<file path="src/rtl/div_4bit_seq_pkg.sv">
`default_nettype none
// ============================================================================
// Module   : div_4bit_seq_pkg
// Brief    : State encoding and default width for the sequential divider.
// Revision : 1.0
// ============================================================================
package div_4bit_seq_pkg;

  localparam int c_default_width = 4;

  typedef enum logic [1:0] {
    IDLE = 2'd0,
    CALC = 2'd1,
    DONE = 2'd2
  } state_t;

endpackage
`default_nettype wire

</file>
<file path="src/rtl/div_4bit_seq_if.sv">
`default_nettype none
// ============================================================================
// Module   : div_4bit_seq_if
// Brief    : Start/busy/done handshake and operand/result bus of the divider.
// Revision : 1.0
// ============================================================================
interface div_4bit_seq_if
  import div_4bit_seq_pkg::*;
#(
  parameter int WIDTH = c_default_width
) ();

  logic             start;
  logic [WIDTH-1:0] dividend;
  logic [WIDTH-1:0] divisor;
  logic [WIDTH-1:0] quotient;
  logic [WIDTH-1:0] remainder;
  logic             busy;
  logic             done;
  logic             div_by_zero;

  modport master (
    output start, dividend, divisor,
    input  quotient, remainder, busy, done, div_by_zero
  );

  modport slave (
    input  start, dividend, divisor,
    output quotient, remainder, busy, done, div_by_zero
  );

endinterface
`default_nettype wire

</file>
<file path="src/rtl/div_4bit_seq_sub_nbit.sv">
`default_nettype none
// ============================================================================
// Module   : sub_nbit
// Brief    : N-bit ripple-borrow subtractor (diff = a - b) of full-subtractor cells.
// Revision : 1.0
// ============================================================================
module sub_nbit
  import div_4bit_seq_pkg::*;
#(
  parameter int N = c_default_width + 1
) (
  input  wire [N-1:0] a,
  input  wire [N-1:0] b,
  output logic [N-1:0] diff,
  output logic         bout
);

  logic [N:0] w_borrow;

  assign w_borrow[0] = 1'b0;

  for (genvar i = 0; i < N; i++) begin : g_bit
    assign diff[i]       = a[i] ^ b[i] ^ w_borrow[i];
    assign w_borrow[i+1] = (~a[i] & b[i]) | (~(a[i] ^ b[i]) & w_borrow[i]);
  end

  assign bout = w_borrow[N];

endmodule
`default_nettype wire

</file>
<file path="src/rtl/div_4bit_seq.sv">
`default_nettype none
// ============================================================================
// Module   : div_4bit_seq
// Brief    : Sequential unsigned restoring divider, one quotient bit per clock.
// Revision : 1.0
// ============================================================================
module div_4bit_seq
  import div_4bit_seq_pkg::*;
#(
  parameter int WIDTH = c_default_width
) (
  input  wire           clk,
  input  wire           rst_n,
  div_4bit_seq_if.slave bus
);

  localparam int              c_cw   = (WIDTH > 1) ? $clog2(WIDTH) : 1;
  localparam logic [c_cw-1:0] c_last = c_cw'(WIDTH - 1);

  state_t           r_state;
  state_t           w_next;
  logic [c_cw-1:0]  r_cnt;
  logic [WIDTH-1:0] r_rem;
  logic [WIDTH-1:0] r_q;
  logic [WIDTH-1:0] r_d;
  logic [WIDTH-1:0] r_quot;
  logic [WIDTH-1:0] r_rmdr;
  logic             r_dbz;

  logic [WIDTH:0]   w_shift;
  logic [WIDTH:0]   w_diff;
  logic             w_bout;
  logic             w_restore;
  logic [WIDTH-1:0] w_rem_next;
  logic [WIDTH-1:0] w_q_next;
  logic             w_accept;
  logic             w_last;

  // The restored remainder is always below the divisor, so WIDTH bits of
  // state suffice; the extra bit only exists inside the trial subtraction.
  assign w_shift    = {r_rem, r_q[WIDTH-1]};
  assign w_restore  = w_bout | w_diff[WIDTH];
  assign w_rem_next = w_restore ? w_shift[WIDTH-1:0] : w_diff[WIDTH-1:0];
  assign w_q_next   = {r_q[WIDTH-2:0], ~w_restore};
  assign w_accept   = bus.start && (r_state != CALC);
  assign w_last     = (r_cnt == c_last);

  sub_nbit #(
    .N (WIDTH + 1)
  ) u_sub (
    .a    (w_shift),
    .b    ({1'b0, r_d}),
    .diff (w_diff),
    .bout (w_bout)
  );

  always_ff @(posedge clk) begin
    if (!rst_n) begin
      r_state <= IDLE;
    end else begin
      r_state <= w_next;
    end
  end

  always_comb begin
    w_next = r_state;
    case (r_state)
      IDLE: if (bus.start) w_next = (bus.divisor == '0) ? DONE : CALC;
      CALC: if (w_last)    w_next = DONE;
      DONE: begin
        if (bus.start) w_next = (bus.divisor == '0) ? DONE : CALC;
        else           w_next = IDLE;
      end
      default: w_next = IDLE;
    endcase
  end

  // Results are loaded only on completion so they hold through IDLE and CALC.
  always_ff @(posedge clk) begin
    if (!rst_n) begin
      r_cnt  <= '0;
      r_rem  <= '0;
      r_q    <= '0;
      r_d    <= '0;
      r_quot <= '0;
      r_rmdr <= '0;
      r_dbz  <= 1'b0;
    end else if (w_accept) begin
      r_cnt <= '0;
      r_rem <= '0;
      r_q   <= bus.dividend;
      r_d   <= bus.divisor;
      r_dbz <= (bus.divisor == '0);
      if (bus.divisor == '0) begin
        r_quot <= '1;
        r_rmdr <= bus.dividend;
      end
    end else if (r_state == CALC) begin
      r_rem <= w_rem_next;
      r_q   <= w_q_next;
      r_cnt <= r_cnt + 1'b1;
      if (w_last) begin
        r_quot <= w_q_next;
        r_rmdr <= w_rem_next;
      end
    end
  end

  assign bus.quotient    = r_quot;
  assign bus.remainder   = r_rmdr;
  assign bus.div_by_zero = r_dbz;
  assign bus.busy        = (r_state == CALC);
  assign bus.done        = (r_state == DONE);

endmodule
`default_nettype wire
</file>
<file path="src/flat_wrapper.sv">
// flat-port wrapper written by rule: the top's interface ports become plain ports
module div_4bit_seq_flat import div_4bit_seq_pkg::*;
#(
  parameter int WIDTH = c_default_width
)
  (clk, rst_n, bus_start, bus_dividend, bus_divisor, bus_quotient, bus_remainder, bus_busy, bus_done, bus_div_by_zero);
  div_4bit_seq_if #(.WIDTH(WIDTH)) bus_i ();
  input  wire clk;
  input  wire rst_n;
  input wire logic [$bits(bus_i.start)-1:0] bus_start;
  input wire logic [$bits(bus_i.dividend)-1:0] bus_dividend;
  input wire logic [$bits(bus_i.divisor)-1:0] bus_divisor;
  output wire logic [$bits(bus_i.quotient)-1:0] bus_quotient;
  output wire logic [$bits(bus_i.remainder)-1:0] bus_remainder;
  output wire logic [$bits(bus_i.busy)-1:0] bus_busy;
  output wire logic [$bits(bus_i.done)-1:0] bus_done;
  output wire logic [$bits(bus_i.div_by_zero)-1:0] bus_div_by_zero;
  assign bus_i.start = bus_start;
  assign bus_i.dividend = bus_dividend;
  assign bus_i.divisor = bus_divisor;
  assign bus_quotient = bus_i.quotient;
  assign bus_remainder = bus_i.remainder;
  assign bus_busy = bus_i.busy;
  assign bus_done = bus_i.done;
  assign bus_div_by_zero = bus_i.div_by_zero;
  div_4bit_seq #(.WIDTH(WIDTH)) u_core (.clk(clk), .rst_n(rst_n), .bus(bus_i));
endmodule
</file>
<file path="config.mk">
export PLATFORM = sky130hd
export DESIGN_NAME = div_4bit_seq_flat
export DESIGN_NICKNAME = d
export VERILOG_FILES = /design/src/rtl/div_4bit_seq_pkg.sv /design/src/rtl/div_4bit_seq_if.sv /design/src/rtl/div_4bit_seq_sub_nbit.sv /design/src/rtl/div_4bit_seq.sv /design/src/flat_wrapper.sv
export SDC_FILE = /design/constraint.sdc
export NUM_CORES = 1
export LEC_CHECK = 0
export ABC_AREA = 1
export CELL_PAD_IN_SITES_DETAIL_PLACEMENT = 0
export CELL_PAD_IN_SITES_GLOBAL_PLACEMENT = 1
export CORE_MARGIN = 4
export CORE_UTILIZATION = 37
export CTS_CLUSTER_SIZE = 20
export DETAILED_ROUTE_END_ITERATION = 8
export MAX_ROUTING_LAYER = met4
export PLACE_DENSITY_LB_ADDON = 0.05
export SLEW_MARGIN = 20
export SYNTH_ARGS = -nofsm -noshare
export SYNTH_HDL_FRONTEND = slang
export SYNTH_SLANG_ARGS = --single-unit
</file>
<file path="constraint.sdc">
create_clock -name clk -period 2.9 [get_ports clk]
set_clock_uncertainty 0.15 [all_clocks]
set_input_delay 0.725 -clock clk [delete_from_list [all_inputs] [get_ports clk]]
set_output_delay 0.725 -clock clk [all_outputs]
set_load 0.1 [all_outputs]
</file>
==> flow_metrics.env, run 1 <==
export IMPL_synthCells=176
export IMPL_firstDrtPassIters=4
export IMPL_grt_pass1_wl_mm=4.87
export IMPL_wl_met2_mm=1.31
export IMPL_yosys_area_top_type="dfxtp_1"
export IMPL_highest_layer="met4"
export IMPL_synth_area_top_cells="dfxtp_1 (39%), nand2_1 (14%), inv_1 (8.2%)"
export IMPL_dieArea_mm2=0.00449
export IMPL_place_inst=242
export IMPL_wl_met3_um=81
export IMPL_synth_adder_area_share_pct=6.60
export IMPL_initial_core_util_pct=38.6
export IMPL_r2r_cells=13
export IMPL_slew_headroom_pct=70.9
export IMPL_ant_nets=0
export IMPL_netlist_area_leader_share_pct=38.8
export IMPL_synthTopCellsByCount="nand2_1 (49), inv_1 (28), dfxtp_1 (25)"
export IMPL_critPathKind="reg2reg"
export IMPL_fin_nets=218
export IMPL_routedWlPerCell_um=11.3
export IMPL_rows=21
export IMPL_cts_num_sinks=25
export IMPL_seqPwrFrac_pct=49.6
export IMPL_ys_flop_type="dfxtp_1"
export IMPL_hpwl_mm=2.25
export IMPL_ys_ff_latch=25
export IMPL_ys_seq_area_share_pct=38.8
export IMPL_p_leak_nw=0.813
export IMPL_outcome="finished, final reports clean"
export IMPL_avgSynthCellArea_um2=7.32
export IMPL_worst_skew_pair_late_latency_ps=330
export IMPL_die_h_um=67.0
export IMPL_finalNonFillerCells=247
export IMPL_swShare_pct=35.3
export IMPL_synth_top_family_by_area="simple AND/OR/NAND/NOR gates"
export IMPL_port_buffers=21
export IMPL_finalHoldViolations=0
export IMPL_first_global_vias=1056
export IMPL_root_buffer="clkbuf_4"
export IMPL_cts_hold_buf=0
export IMPL_routabilityCongestion=0.908
export IMPL_gr_total_overflow=0
export IMPL_synth_net_count=192
export IMPL_drive_gt1_share_pct=16.4
export IMPL_clockPowerShare_pct=21.9
export IMPL_dpl_instance_area_mm2=0.00152
export IMPL_place_ws_ps=133
export IMPL_core_mm2=0.00334
export IMPL_synth_area_mm2=0.00129
export IMPL_final_area_mm2=0.00156
export IMPL_route_vias_total=1101
export IMPL_required_ps=3000
export IMPL_synth_xor_area_share_pct=0.680
export IMPL_hold_path_class="reg2reg"
export IMPL_synth_warnings=0
export IMPL_drtIter0Drc=32
export IMPL_track_usage_pct=14.9
export IMPL_diodes=0
export IMPL_viasPerCell=4.46
export IMPL_synth_simple_area_share_pct=31.5
export IMPL_fin_crit_sh_pct=93.0
export IMPL_crit_arrival_ps=2800
export IMPL_totalNegativeSetupSlack_ps=0
export IMPL_hold_depth=2
export IMPL_synth_edf_count=0
export IMPL_powerDensity_mw_per_mm2=489
export IMPL_antenna_found_initial=0
export IMPL_cts_tree="yes"
export IMPL_p_total_mw=0.760
export IMPL_cap_violations=0
export IMPL_async_flop_share_pct=0
export IMPL_wirelength_mm=2.79
export IMPL_yosysMostFrequentCell="nand2_1"
export IMPL_critPathLaunchType="flip-flop"
export IMPL_clk_pin_slew_worst_paths_ps=150
export IMPL_io_pins=22
export IMPL_clock_fmax_mhz=371
export IMPL_worst_slew_pin_slew_ps=435
export IMPL_grt_max_degree=17
export IMPL_die_w_um=67.0
export IMPL_wirelength_met1_mm=1.34
export IMPL_ir_worst_vdd_uv=184
export IMPL_p_sw_mw=0.268
export IMPL_drc_errors=0
export IMPL_finalWorstSetupSlack_ps=204
export IMPL_synth_compound_gate_area_share_pct=11.7
export IMPL_cp_end_kind="flip-flop"
export IMPL_cp_max_fo=5
export IMPL_p_int_mw=0.492
export IMPL_clk_path_buf_depth=2
export IMPL_maxSlewViolCount=0
export IMPL_min_period_ps=2700
export IMPL_htreeDepth=1
export IMPL_setup_viol=0
export IMPL_ys_types=21
export IMPL_comb_power_share_pct=28.5
export IMPL_area_growth_pct=20.8
export IMPL_numCtsBuffers=3
export IMPL_synth_mux_area_share_pct=0
export IMPL_rsz0062_at_grt="false"
==> registers in the layout, indices dropped and copies added (netlist names) <==
| register | cells |
|---|---|
| u_core.r_state | 2 |
| u_core.bus.div_by_zero | 1 |
| u_core.r_q | 4 |
| u_core.bus.remainder | 4 |
| u_core.r_d | 4 |
| u_core.r_rem | 4 |
| u_core.r_cnt | 2 |
| u_core.bus.quotient | 4 |
==> worst max-delay path, cell delays in order, from the launching register on <==
cell and delay (ps):
dfxtp_1 340, inv_1 60, ha_1 190, fa_1 390
fa_1 390, fa_1 390, inv_1 60, nand2_1 110
nand2_2 140, nand2_1 60, nand2_1 90, nor2_1 50
nor2_1 140, nor2_1 50
==> cell type report <==
class,instances,area (um^2)
timing repair buffer,24,205
inverter,29,110
fill,366,1780
sequential,25,500
clock buffer,3,22.5
tap,46,57.6
clock inverter,1,7.51
multi-input combinational,119,653
==> timing repair <==
action,4_1_cts,5_1_grt
resized for setup,0,1
buffers inserted,0,1
endpoints found under the setup margin,0,5
==> final timing paths <==
kind / from / end / slack, ps
max reg2reg: u_core.r_q[3] / u_core.bus.remainder[1] / 200
min reg2reg: u_core.bus.div_by_zero / u_core.bus.div_by_zero / 340
min: u_core.bus.div_by_zero / u_core.bus.div_by_zero / 340
max: u_core.r_q[3] / u_core.bus.remainder[1] / 200
==> placed cells by master, fill, tap and decap left out <==
cell	count
a21oi_4	1
xor2_1	1
o211ai_2	1
nand2_1	48
fa_1	3
clkinv_2	1
buf_4	14
clkdlybuf4s50_1	10
ha_1	2
clkinvlp_4	1
nand2_4	4
nand3b_1	5
nor2_1	23
o21ai_0	4
clkbuf_4	3
inv_1	28
nand3_1	8
a21oi_2	2
a21oi_1	10
nand2_2	2
dfxtp_1	25
or2_0	1
o21ai_2	4
==> logic make-up (layout without fill, tap and decap cells) <==
| family | count (synthesis) | in the layout |
|---|---|---|
| AND/OR/NAND/NOR | 91 | 91 |
| buffers and inverters | 32 | 57 |
| flip-flops | 25 | 25 |
| AO/OA/AOI/OAI | 22 | 22 |
| adder cells (fa/ha/maj) | 5 | 5 |
| XOR/XNOR | 1 | 1 |
==> stage by stage <==
stage                     hold WS, ps  util, %
after CTS                         342     46.3
after detailed placement          322     45.4
final                             337     46.6
after global placement            302     45.4
after global routing              356     46.6
after floorplan                   295        -
==> power groups by stage <==
stage                     clock (mW)  combinational (mW)  sequential (mW)
after floorplan                    0               0.143            0.400
after global routing           0.190               0.245            0.380
after global placement             0               0.212            0.385
after detailed placement           0               0.213            0.385
final                          0.167               0.217            0.377
after CTS                      0.178               0.214            0.377
==> layer usage <==
metal  vias up  global-route usage (%)
met3         5                    2.02
li1        588                       -
met4         0                    6.08
met5         -                       -
met2        17                    24.0
met1       491                    18.7
(Power assumes the default switching activity.)
==> run 2, diff against run 1 <==
--- a/config.mk
+++ b/config.mk
@@ -5,11 +5,10 @@
 export SDC_FILE = /design/constraint.sdc
 export NUM_CORES = 1
 export LEC_CHECK = 0
-export ABC_AREA = 1
 export CELL_PAD_IN_SITES_DETAIL_PLACEMENT = 0
 export CELL_PAD_IN_SITES_GLOBAL_PLACEMENT = 1
 export CORE_MARGIN = 4
-export CORE_UTILIZATION = 37
+export CORE_UTILIZATION = 38
 export CTS_CLUSTER_SIZE = 20
 export DETAILED_ROUTE_END_ITERATION = 8
 export MAX_ROUTING_LAYER = met4
==> run 2 against run 1 <==
  * Setup slack lost 88 ps
  * Design area shrank 7.6%
  * Critical path depth shrank 3
  * Die area shrank 10%
  * Combinational power shrank 19%
  * Clock power shrank 9%
  * Sequential power shrank 2%
  * Total power shrank 8.3%
  * First-iteration DRC count grew 78%
  * Critical path type unchanged
  * Highest routed layer unchanged
==> flow_metrics.env, run 2 <==
export IMPL_fin_crit_sh_pct=96.0
export IMPL_required_ps=2990
export IMPL_setup_viol=0
export IMPL_wl_met2_mm=1.12
export IMPL_clk_pin_slew_worst_paths_ps=130
export IMPL_io_pins=22
export IMPL_routedWlPerCell_um=13.5
export IMPL_die_h_um=63.5
export IMPL_cp_max_fo=5
export IMPL_netlist_area_leader_share_pct=42.8
export IMPL_maxSlewViolCount=0
export IMPL_async_flop_share_pct=0
export IMPL_cts_num_sinks=25
export IMPL_ys_flop_type="dfxtp_1"
export IMPL_r2r_cells=10
export IMPL_rsz0062_at_grt="false"
export IMPL_synth_area_top_cells="dfxtp_1 (43%), nand2_1 (11%), mux2i_1 (6.0%)"
export IMPL_hold_depth=2
export IMPL_finalWorstSetupSlack_ps=116
export IMPL_crit_arrival_ps=2880
export IMPL_drive_gt1_share_pct=18.7
export IMPL_wirelength_mm=2.44
export IMPL_synth_warnings=0
export IMPL_route_vias_total=930
export IMPL_grt_max_degree=17
export IMPL_cp_end_kind="flip-flop"
export IMPL_min_from="u_core.bus.div_by_zero"
export IMPL_worst_skew_pair_late_latency_ps=310
export IMPL_layout_common_cells="nand2_1 (34), dfxtp_1 (25), buf_4 (16)"
export IMPL_hold_path_end="u_core.bus.div_by_zero"
export IMPL_numCtsBuffers=3
export IMPL_timing_rr_start="u_core.r_q[3]"
export IMPL_synth_net_count=141
export IMPL_yosys_area_top_type="dfxtp_1"
export IMPL_min_period_ps=2780
export IMPL_ys_ff_latch=25
export IMPL_r2r_end="u_core.bus.remainder[3]"
export IMPL_ys_types=29
export IMPL_final_common_cell="nand2_1"
export IMPL_clock_fmax_mhz=359
export IMPL_cap_violations=0
export IMPL_synthCells=125
export IMPL_track_usage_pct=13.7
export IMPL_fin_nets=167
export IMPL_rows=19
export IMPL_cts_tree="yes"
export IMPL_outcome="finished, final reports clean"
export IMPL_ant_nets=0
export IMPL_avgSynthCellArea_um2=9.36
export IMPL_synth_area_mm2=0.00117
export IMPL_hold_path_class="reg2reg"
export IMPL_place_ws_ps=140
export IMPL_port_buffers=21
export IMPL_seqCellArea_um2=500
export IMPL_die_w_um=63.5
export IMPL_hpwl_mm=1.84
export IMPL_htreeDepth=1
export IMPL_drc_errors=0
export IMPL_firstDrtPassIters=4
export IMPL_dieArea_mm2=0.00403
export IMPL_viasPerCell=5.14
export IMPL_powerDensity_mw_per_mm2=485
export IMPL_fillers=289
export IMPL_antenna_found_initial=0
export IMPL_wirelength_met1_mm=1.16
export IMPL_highest_layer="met4"
export IMPL_core_mm2=0.00285
export IMPL_critPathLaunchType="flip-flop"
export IMPL_ir_worst_vdd_uv=215
export IMPL_gr_total_overflow=0
export IMPL_root_buffer="clkbuf_4"
export IMPL_synthTopCellsByCount="nand2_1 (34), dfxtp_1 (25), mux2i_1 (7)"
export IMPL_first_global_vias=1002
export IMPL_routabilityCongestion=0.801
export IMPL_worst_slew_pin_slew_ps=572
export IMPL_ff2ff_setup_slack_ps=120
export IMPL_clk_path_buf_depth=2
export IMPL_area_growth_pct=23.0
export IMPL_slew_headroom_pct=61.8
export IMPL_yosysMostFrequentCell="nand2_1"
export IMPL_diodes=0
export IMPL_p_leak_nw=0.602
export IMPL_drtIter0Drc=57
export IMPL_finalHoldViolations=0
export IMPL_synth_edf_count=0
export IMPL_wl_met3_um=145
export IMPL_ys_seq_area_share_pct=42.8
export IMPL_critPathKind="reg2reg"
export IMPL_initial_core_util_pct=41.0
export IMPL_grt_pass1_wl_mm=4.34
export IMPL_multiInputGateArea_um2=611
export IMPL_totalNegativeSetupSlack_ps=0
run 2: cell types whose count changed in the layout (fill, tap and decap cells not counted), moves of 6 or more:
cell,previous run,this run
inv_1,28,3
a21boi_1,0,6
a21oi_1,10,4
nand2_1,48,34
nor2_1,23,2
nand3_1,8,0
run 2: kinds of logic (layout without fill, tap and decap cells):
logic type,after synthesis,after routing,share of synthesized area [%]
muxes,7,7,5.99
buffers and inverters,12,37,5.99
adders and majority gates,5,5,7.27
DFF,25,25,42.8
and+or+nand+nor,44,44,16.4
xor gates and xnor gates,2,2,1.50
AOI/OAI and AO/OA,30,30,20.1
run 2: layout make-up:
type	count	area share (%)
clock buffer	4	1.83
sequential	25	34.8
multi-input combinational	88	42.4
inverter	6	1.57
tap	31	2.70
timing repair buffer	27	16.7
run 2: layer usage:
metal  GRT usage, %  vias to the layer above
met1           17.3                      425
met4           4.85                        0
met5              -                        -
met2           21.3                       21
met3           3.20                        2
li1               -                      482
run 2: metrics by stage:
stage | cell area (um^2) | total power, mW | instances | utilization (%) | hold slack (ps)
after floorplan | 1170 | 0.493 | 125 | - | 286
after global placement | 1390 | 0.543 | 176 | 48.9 | 295
after detailed placement | 1390 | 0.544 | 176 | 48.9 | 299
after CTS | 1420 | 0.701 | 180 | 49.8 | 321
after global routing | 1440 | 0.743 | 181 | 50.4 | 351
final | 1440 | 0.697 | 181 | 50.4 | 318
run 2: critical path: stages, from the launching register on:
cell	delay, ps
dfxtp_1	350
inv_2	50
ha_1	180
fa_1	380
fa_1	390
fa_1	390
xnor2_1	150
buf_4	170
mux2i_1	250
nand2_1	90
a31oi_1	170
run 2: how the worst max path moves through the flow:
| stage | from | end | cells after the start |
|---|---|---|---|
| floorplan | u_core.r_q[3] | u_core.bus.remainder[0] | 9 |
| global placement | u_core.r_q[3] | u_core.bus.remainder[2] | 10 |
| CTS | u_core.r_q[3] | u_core.bus.remainder[3] | 10 |
| global route | u_core.r_q[3] | u_core.bus.remainder[2] | 10 |
| finish | u_core.r_q[3] | u_core.bus.remainder[3] | 10 |
| detailed placement | u_core.r_q[3] | u_core.bus.remainder[3] | 10 |
run 2: what timing repair did:
action | CTS | global route
hold buffers | 0 | 0
gates resized for setup | 0 | 3
endpoints found under the hold margin | 0 | 0
buffers inserted | 0 | 1
endpoints found under the setup margin | 0 | 4
run 2: power breakdown:
| part | leakage [nW] | switching (mW) | internal (mW) | total, mW |
|---|---|---|---|---|
| Combinational | 0.383 | 0.0999 | 0.0746 | 0.175 |
| Sequential | 0.204 | 0.0110 | 0.360 | 0.371 |
| Clock | 0.0150 | 0.0983 | 0.0536 | 0.152 |
| Total | 0.602 | 0.209 | 0.488 | 0.697 |
